## config.mk

```make
export PLATFORM = sky130hd
export DESIGN_NAME = servo_feed_ctrl
export DESIGN_NICKNAME = d
export VERILOG_FILES = /design/src/rtl/servo_feed_ctrl.sv
export SDC_FILE = /design/constraint.sdc
export NUM_CORES = 1
export LEC_CHECK = 0
export CAP_MARGIN = 20
export CORE_MARGIN = 2
export CORE_UTILIZATION = 57
export CTS_CLUSTER_DIAMETER = 200
export DETAILED_ROUTE_END_ITERATION = 12
export PLACE_DENSITY = 0.84
export SKIP_CTS_REPAIR_TIMING = 1
export SLEW_MARGIN = 20
export SYNTH_ARGS = -nofsm -noshare
export SYNTH_HDL_FRONTEND = slang
export SYNTH_SLANG_ARGS = --single-unit
```

## constraint.sdc

```tcl
create_clock -name clk -period 2.9 [get_ports clk]
set_input_delay 0.435 -clock clk [delete_from_list [all_inputs] [get_ports clk]]
set_output_delay 0.435 -clock clk [all_outputs]
set_load 0.02 [all_outputs]
```

## src/rtl/servo_feed_ctrl.sv

```systemverilog
// Z-axis servo feed controller: samples discharge pulse statistics on a fixed
// evaluation interval and issues retract/feed step bursts to the servo driver.
module servo_feed_ctrl #(
  parameter logic        [31:0] EVAL_PERIOD   = 32'd100000,
  parameter logic        [15:0] DIR_SETUP     = 16'd50,
  parameter logic        [15:0] STEP_HIGH     = 16'd100,
  parameter logic        [15:0] STEP_LOW      = 16'd400,
  parameter logic        [7:0]  SHORT_LIMIT   = 8'd20,
  parameter logic        [7:0]  ARC_LIMIT     = 8'd30,
  parameter logic        [7:0]  OPEN_LIMIT    = 8'd50,
  parameter logic        [7:0]  RETRACT_STEPS = 8'd16,
  parameter logic        [7:0]  FEED_STEPS    = 8'd2,
  parameter logic signed [15:0] POS_MAX       = 16'sd30000,
  parameter logic signed [15:0] POS_MIN       = -16'sd30000
) (
  input  logic                clk,
  input  logic                rst,
  input  logic                enable,
  input  logic                rate_valid,
  input  logic [7:0]          normal_rate,
  input  logic [7:0]          arc_rate,
  input  logic [7:0]          open_rate,
  input  logic [7:0]          short_rate,
  output logic                step,
  output logic                dir,
  output logic                busy,
  output logic                retracting,
  output logic signed [15:0]  position
);

  localparam logic [2:0] S_IDLE    = 3'd0;
  localparam logic [2:0] S_EVAL    = 3'd1;
  localparam logic [2:0] S_DIR_SET = 3'd2;
  localparam logic [2:0] S_STEP_HI = 3'd3;
  localparam logic [2:0] S_STEP_LO = 3'd4;

  logic [2:0]  state, state_n;
  logic [31:0] eval_cnt;
  logic        tick;
  logic [15:0] phase_cnt, phase_n;
  logic [7:0]  step_cnt, steps_n;
  logic        dir_n, retract_n, step_n;
  logic signed [15:0] pos_n;

  logic [7:0] normal_p0, arc_p0, open_p0, short_p0;
  logic [7:0] arc_p1, open_p1, short_p1;

  // Normal rate is kept with the others but does not steer the servo.
  logic unused_normal;
  assign unused_normal = ^normal_p0;

  function automatic logic step_blocked(input logic signed [15:0] pos, input logic d);
    return d ? (pos >= POS_MAX) : (pos <= POS_MIN);
  endfunction

  function automatic logic signed [15:0] step_pos(input logic signed [15:0] pos, input logic d);
    return d ? (pos + 16'sd1) : (pos - 16'sd1);
  endfunction

  // Stage p0: holding registers follow rate_valid.
  always_ff @(posedge clk) begin
    if (rst) begin
      normal_p0 <= '0;
      arc_p0    <= '0;
      open_p0   <= '0;
      short_p0  <= '0;
    end else if (rate_valid) begin
      normal_p0 <= normal_rate;
      arc_p0    <= arc_rate;
      open_p0   <= open_rate;
      short_p0  <= short_rate;
    end
  end

  // Stage p1: snapshot at the tick so a coincident rate_valid lands one interval later.
  always_ff @(posedge clk) begin
    if (rst) begin
      arc_p1   <= '0;
      open_p1  <= '0;
      short_p1 <= '0;
    end else if (tick && state == S_IDLE) begin
      arc_p1   <= arc_p0;
      open_p1  <= open_p0;
      short_p1 <= short_p0;
    end
  end

  assign tick = enable && (eval_cnt == EVAL_PERIOD - 32'd1);

  always_ff @(posedge clk) begin
    if (rst || !enable)
      eval_cnt <= '0;
    else if (eval_cnt == EVAL_PERIOD - 32'd1)
      eval_cnt <= '0;
    else
      eval_cnt <= eval_cnt + 32'd1;
  end

  always_comb begin
    state_n   = state;
    phase_n   = phase_cnt;
    steps_n   = step_cnt;
    dir_n     = dir;
    retract_n = retracting;
    step_n    = step;
    pos_n     = position;
    case (state)
      S_IDLE: if (tick) state_n = S_EVAL;
      S_EVAL: begin
        phase_n = '0;
        if (short_p1 >= SHORT_LIMIT) begin
          state_n   = S_DIR_SET;
          dir_n     = 1'b0;
          steps_n   = RETRACT_STEPS;
          retract_n = 1'b1;
        end else if (arc_p1 >= ARC_LIMIT) begin
          state_n = S_DIR_SET;
          dir_n   = 1'b0;
          steps_n = 8'd1;
        end else if (open_p1 >= OPEN_LIMIT) begin
          state_n = S_DIR_SET;
          dir_n   = 1'b1;
          steps_n = FEED_STEPS;
        end else begin
          state_n = S_IDLE;
        end
      end
      S_DIR_SET: begin
        if (!enable) begin
          state_n   = S_IDLE;
          retract_n = 1'b0;
        end else if (phase_cnt == DIR_SETUP - 16'd1) begin
          phase_n = '0;
          if (step_blocked(position, dir)) begin
            state_n   = S_IDLE;
            retract_n = 1'b0;
          end else begin
            state_n = S_STEP_HI;
            step_n  = 1'b1;
            pos_n   = step_pos(position, dir);
          end
        end else begin
          phase_n = phase_cnt + 16'd1;
        end
      end
      S_STEP_HI: begin
        // Pulse always runs to full width; enable is only honoured after STEP_LO.
        if (phase_cnt == STEP_HIGH - 16'd1) begin
          state_n = S_STEP_LO;
          step_n  = 1'b0;
          phase_n = '0;
        end else begin
          phase_n = phase_cnt + 16'd1;
        end
      end
      S_STEP_LO: begin
        if (phase_cnt == STEP_LOW - 16'd1) begin
          phase_n = '0;
          steps_n = step_cnt - 8'd1;
          if (!enable || step_cnt <= 8'd1 || step_blocked(position, dir)) begin
            state_n   = S_IDLE;
            retract_n = 1'b0;
          end else begin
            state_n = S_STEP_HI;
            step_n  = 1'b1;
            pos_n   = step_pos(position, dir);
          end
        end else begin
          phase_n = phase_cnt + 16'd1;
        end
      end
      default: begin
        state_n   = S_IDLE;
        step_n    = 1'b0;
        retract_n = 1'b0;
      end
    endcase
  end

  always_ff @(posedge clk) begin
    if (rst) begin
      state      <= S_IDLE;
      phase_cnt  <= '0;
      step_cnt   <= '0;
      dir        <= 1'b0;
      retracting <= 1'b0;
      step       <= 1'b0;
      position   <= '0;
      busy       <= 1'b0;
    end else begin
      state      <= state_n;
      phase_cnt  <= phase_n;
      step_cnt   <= steps_n;
      dir        <= dir_n;
      retracting <= retract_n;
      step       <= step_n;
      position   <= pos_n;
      busy       <= (state_n == S_DIR_SET) || (state_n == S_STEP_HI) || (state_n == S_STEP_LO);
    end
  end

endmodule

```

# After elaboration in Yosys (flattened, before gate mapping)

Cells that the tools add are included.

Divide/modulo/power cells: 0
Reductions and logical operators: 22
Order comparisons: 6
Bitwise gates (word level): 2
Shift-type cells: 0
Multipliers: 0
Add/subtract/negate cells: 5
Eq/ne operators: 22
Multiplexer cells: 46

Operators by type and width:

| kind                                                               | count |
|---|---|
| 2-to-1 mux 16 bit                                                  | 10 |
| case mux 16 bit (4 select lines)                                   | 1 |
| adder 32 x 1 -> 32 bit (second input constant)                     | 1 |
| == test 32 x 17 -> 1 bit (second input constant)                   | 1 |
| 2-to-1 mux 8 bit                                                   | 4 |
| case mux 16 bit (2 select lines)                                   | 1 |
| adder 16 x 1 -> 16 bit (second input constant)                     | 1 |
| adder 16 x 2 -> 16 bit (second input constant)                     | 1 |
| == test 16 x 6 -> 1 bit (second input constant)                    | 1 |
| == test 16 x 7 -> 1 bit (second input constant)                    | 1 |
| == test 16 x 9 -> 1 bit (second input constant)                    | 1 |
| greater-or-equal comparator 16 bit (second input constant)         | 1 |
| greater-or-equal comparator 8 x 5 -> 1 bit (second input constant) | 2 |
| less-or-equal comparator 16 bit (second input constant)            | 1 |
| 2-to-1 mux 1 bit                                                   | 16 |
| != test 2 bit (second input constant)                              | 8 |
| case mux 8 bit (2 select lines)                                    | 1 |
| subtractor 16 x 2 -> 16 bit (second input constant)                | 1 |
| 2-to-1 mux 3 bit                                                   | 5 |
| case mux 3 bit (5 select lines)                                    | 1 |
| == test 3 x 2 -> 1 bit (second input constant)                     | 4 |
| AND reduction 6 bit                                                | 2 |
| 2-to-1 mux 2 bit                                                   | 5 |
| greater-or-equal comparator 8 x 6 -> 1 bit (second input constant) | 1 |
| other kinds (19)                                                   | 32 |

Register bits after elaboration: 127
Bits in read-only memories: 0
Logic and storage cells: 118
Output and inout port bits: 20
Latch bits: 0
Memories: 0
Bits in writable memories: 0

# Logic depth before layout (Yosys ltp)

Depth in word-level cells: 9
Mapped depth: 10
Gate-level depth less buffers: 9

# Least setup slack after synthesis

Ideal clock, no wire load.

Path kind: flip-flop to flip-flop
Start: register dir
End: register position[14]
Data arrival time: 2532 ps
Data required time: 2777 ps
Stages on the path, launching flop included: 10
Setup slack: 244 ps
Path buffers: 0
Path through: dfxtp_1 inv_2 fa_1 a211oi_1 o21ai_0 a41o_1 a31o_2 nand4b_1 a21oi_1 mux2_1

Cells in the longest elaborated chain, start to end: 5
Elaborated cells on any way between the ends: 12
Classes of those cells: 2 x eq/ne; 8 x mux; 2 x reduce/logical

RTL lines:

| what                             | RTL line | source |
|---|---|---|
| start: declaration               | 25       | `output logic dir,` |
| start signal: assignment         | 194      | `dir <= dir_n;` |
| 2-to-1 mux 16 bit                | 57       | `return d ? (pos + 16'sd1) : (pos - 16'sd1);` |
| 2-to-1 mux 16 bit                | 134      | `if (step_blocked(position, dir)) begin` |
| 2-to-1 mux 16 bit                | 132      | `end else if (phase_cnt == DIR_SETUP - 16'd1) begin` |
| 2-to-1 mux 16 bit                | 129      | `if (!enable) begin` |
| case mux 16 bit (2 select lines) | 107      | `case (state)` |
| end signal: assignment           | 197      | `position <= pos_n;` |
| end: declaration                 | 28       | `output logic signed [15:0] position` |

Parallel ways exist; a longest one is shown, timed or not. The select of a mux whose other input is x is not followed.
A chain may end at the register's enable or synchronous reset.

# Worst setup path after layout

Ends and elaborated chain as after synthesis.

==> metrics <==
outcome=finished clean; internal reg-to-reg setup slack=0.16 ns; RSZ-0062 raised after global routing=no; post-DP HPWL=9160 um; Final Cycle Share=94.5%; sequential-to-total area share from yosys stat=40.4%; Max transition margin=56.8%; 1st-iter DRT viols=345; per-cell routed wire length=15.8 um; Clk Latency, worst-skew pair=0.53 ns; synthesized cell area=5900 um^2; peak supply drop=0.464 mV; R2R depth=9; fraction of registers with async set/reset=0%; largest net degree at the start of global routing=41; vias per inst=5.97; Worst-Margin Slew=0.642 ns; TritonCTS Sinks=119; EDFF count, synth=0; Fin. Hold Viols=0; Synth Area per Inst=8.79 um^2; Leakage=2.77 nW; final std cells w/o fill=867; GRT Resource Usage Total=25.4%; vias in the first global route=4919; Synth Warn #=0; die width=106 um; Post-Synthesis Cells=671; DIE AREA=11200 um^2; Yosys top cell by area=dfxtp_1; CTS H-Tree Depth=4; root buf cell=clkbuf_8; share of cells above drive strength 1=8.62%; final setup fails=0; Startpoint Class=flip-flop; I/O pins=56; Synth top area share=40.4%; deepest clock path buffer count=2; Hold Startpoint=rst; Clock Skew=0.00599 ns; worst hold path class=in -> reg; Yosys cell types=75; min cycle time layout=2.74 ns; pwr dens=540 nW/um^2; clock slew at the register clock pins of the worst setup and hold paths=0.06 ns; hold depth=2; DRC viols=0; CTS tree=built; DRT Wirelength=13700 um; post-placement cell count=835; # fillers=764; arrival time at the worst endpoint=3.15 ns; Rows=37; GRT overflow=0; hold endpoint=phase_cnt[1]$_SDFFE_PP0P_; worst reg2reg path startpoint=dir$_SDFFE_PP0P_; Synth Flop Type=dfxtp_1; Slowest-stage cell, CP=fa_1; gp weighted congestion=0.916; first-pass GRT wire length=22700 um; CP endpoint kind=flip-flop; I/O Buffers=43; CP Max Fanout=13; initial core utilization=57.9%; Max Fclk=365 MHz; crit-path cells=inv_2, fa_1, a211oi_2, o21ai_1, a41o_1, a31o_2, nand4b_1, a21oi_1, mux2_1; antenna violation net count after detailed routing=0; ant diodes=0; Setup TNS=0 ns; crit path kind=reg -> reg; Max-Cap Viols=0; main area contributors after synthesis=dfxtp_1, nor2_1, mux2i_1, xor2_1, ha_1; Worst R2R End=position[14]$_SDFFE_PP0P_; Die H=106 um; CORE AREA=10200 um^2; most frequent cell after synthesis=dfxtp_1; synthesis-stage register bit count=119; initial antenna violation count=0; syn_nets=727; P&R area growth vs syn=19.5%; Vias=5178; Slew Limit Fails=0; Commonest cells post-synth=dfxtp_1, nor2_1, mux2i_1; CP Data Required Time=3.31 ns; DRT Pass-1 Iters=5; TritonCTS buffer count=17; Max stage delay on crit path=0.53 ns; layout net count=774
-- flip-flops by register name (all words and copies together) (netlist names) --
name	flops
dir	1
arc_p1	7
step_cnt	8
phase_cnt	16
retracting	1
open_p0	7
busy	1
eval_cnt	32
short_p0	6
open_p1	7
state	3
position	16
short_p1	6
step	1
arc_p0	7
-- routing by layer --
metal  GRT usage, %  vias to the layer above  part of all wire, %  wire length, um
met5              0                        -                    0                0
met1           29.8                     2464                   43             5960
met2           42.7                      162                   49             6680
li1               -                     2511                    -                -
met4           13.2                        0                  3.6              491
met3           6.31                       41                  4.2              575
-- worst max-delay path by stage --
stage	startpoint	endpoint	slack, ns	depth (start not counted)
after floorplan	dir$_SDFFE_PP0P_	position[14]$_SDFFE_PP0P_	0.24	9
after global placement	dir$_SDFFE_PP0P_	position[14]$_SDFFE_PP0P_	0.22	9
after detailed placement	dir$_SDFFE_PP0P_	position[14]$_SDFFE_PP0P_	0.12	9
after CTS	dir$_SDFFE_PP0P_	position[14]$_SDFFE_PP0P_	0.04	9
after global routing	dir$_SDFFE_PP0P_	position[14]$_SDFFE_PP0P_	0.04	9
final	dir$_SDFFE_PP0P_	position[14]$_SDFFE_PP0P_	0.16	9
-- cell families (layout without fill, tap and decap cells) --
logic type	Yosys count	in the layout	share of synthesized area (%)
adders and majority gates	20	20	4.37
DFF	119	119	40.4
muxes	41	41	6.98
and+or+nand+nor	284	284	25.0
AOI/OAI and AO/OA	116	116	12.5
buffers and inverters	35	95	2.42
xor gates and xnor gates	56	56	8.32
-- per-stage QoR --
| stage | util [%] | power [mW] | hold WS [ns] | area (um^2) | worst slack, ns |
|---|---|---|---|---|---|
| global placement | 63.5 | 1.79 | 0.445 | 6460 | 0.219 |
| floorplan | - | 1.75 | 0.442 | 5900 | 0.244 |
| global route | 69.2 | 3.92 | 0.431 | 7050 | 0.0405 |
| CTS | 69.1 | 3.83 | 0.374 | 7040 | 0.0430 |
| detailed placement | 63.5 | 1.80 | 0.466 | 6460 | 0.118 |
| finish | 69.2 | 3.81 | 0.398 | 7050 | 0.160 |
-- area by class of cell --
type / count / area [um^2] / share of cell area, %
well taps: 136 / 170 / 2.42
clock buffers: 18 / 428 / 6.07
clock inverters: 14 / 150 / 2.13
repair buffers: 53 / 500 / 7.10
inverters: 10 / 37.5 / 0.533
flip-flops and latches: 119 / 2380 / 33.8
multi-input cells: 517 / 3380 / 47.9
-- power breakdown --
part	internal, mW	switching [mW]	leakage [nW]
sequential	1.65	0.0105	0.962
combinational	0.0485	0.0505	1.54
clock	1.25	0.798	0.266
-- worst max-delay path: cells and delay by family (launching register included) --
| kind | cells | cell delay [ns] |
|---|---|---|
| adder cells (fa/ha/maj) | 1 | 0.53 |
| buffers and inverters | 1 | 0.18 |
| multiplexers | 1 | 0.30 |
| flip-flops | 1 | 0.42 |
| AND/OR/NAND/NOR | 1 | 0.09 |
| AO/OA/AOI/OAI | 5 | 1.11 |
-- cells in the final DEF (no fill, tap or decap), types with 4 or more instances in the layout --
cell type,count
a211oi_1,6
a21o_1,5
a21oi_1,34
a31oi_1,7
and3_1,9
and4_1,5
buf_4,10
clkbuf_16,16
clkdlybuf4s50_1,42
clkinvlp_4,6
dfxtp_1,119
ha_1,19
inv_1,8
mux2i_1,40
nand2_1,36
nand3_1,36
nand4_1,14
nand4b_1,6
nor2_1,114
nor3_1,13
nor4_1,12
o21a_1,4
o21ai_0,19
o21ai_1,10
or3_1,7
xnor2_1,23
xor2_1,33
No activity file was read; power rests on OpenSTA's default activity.
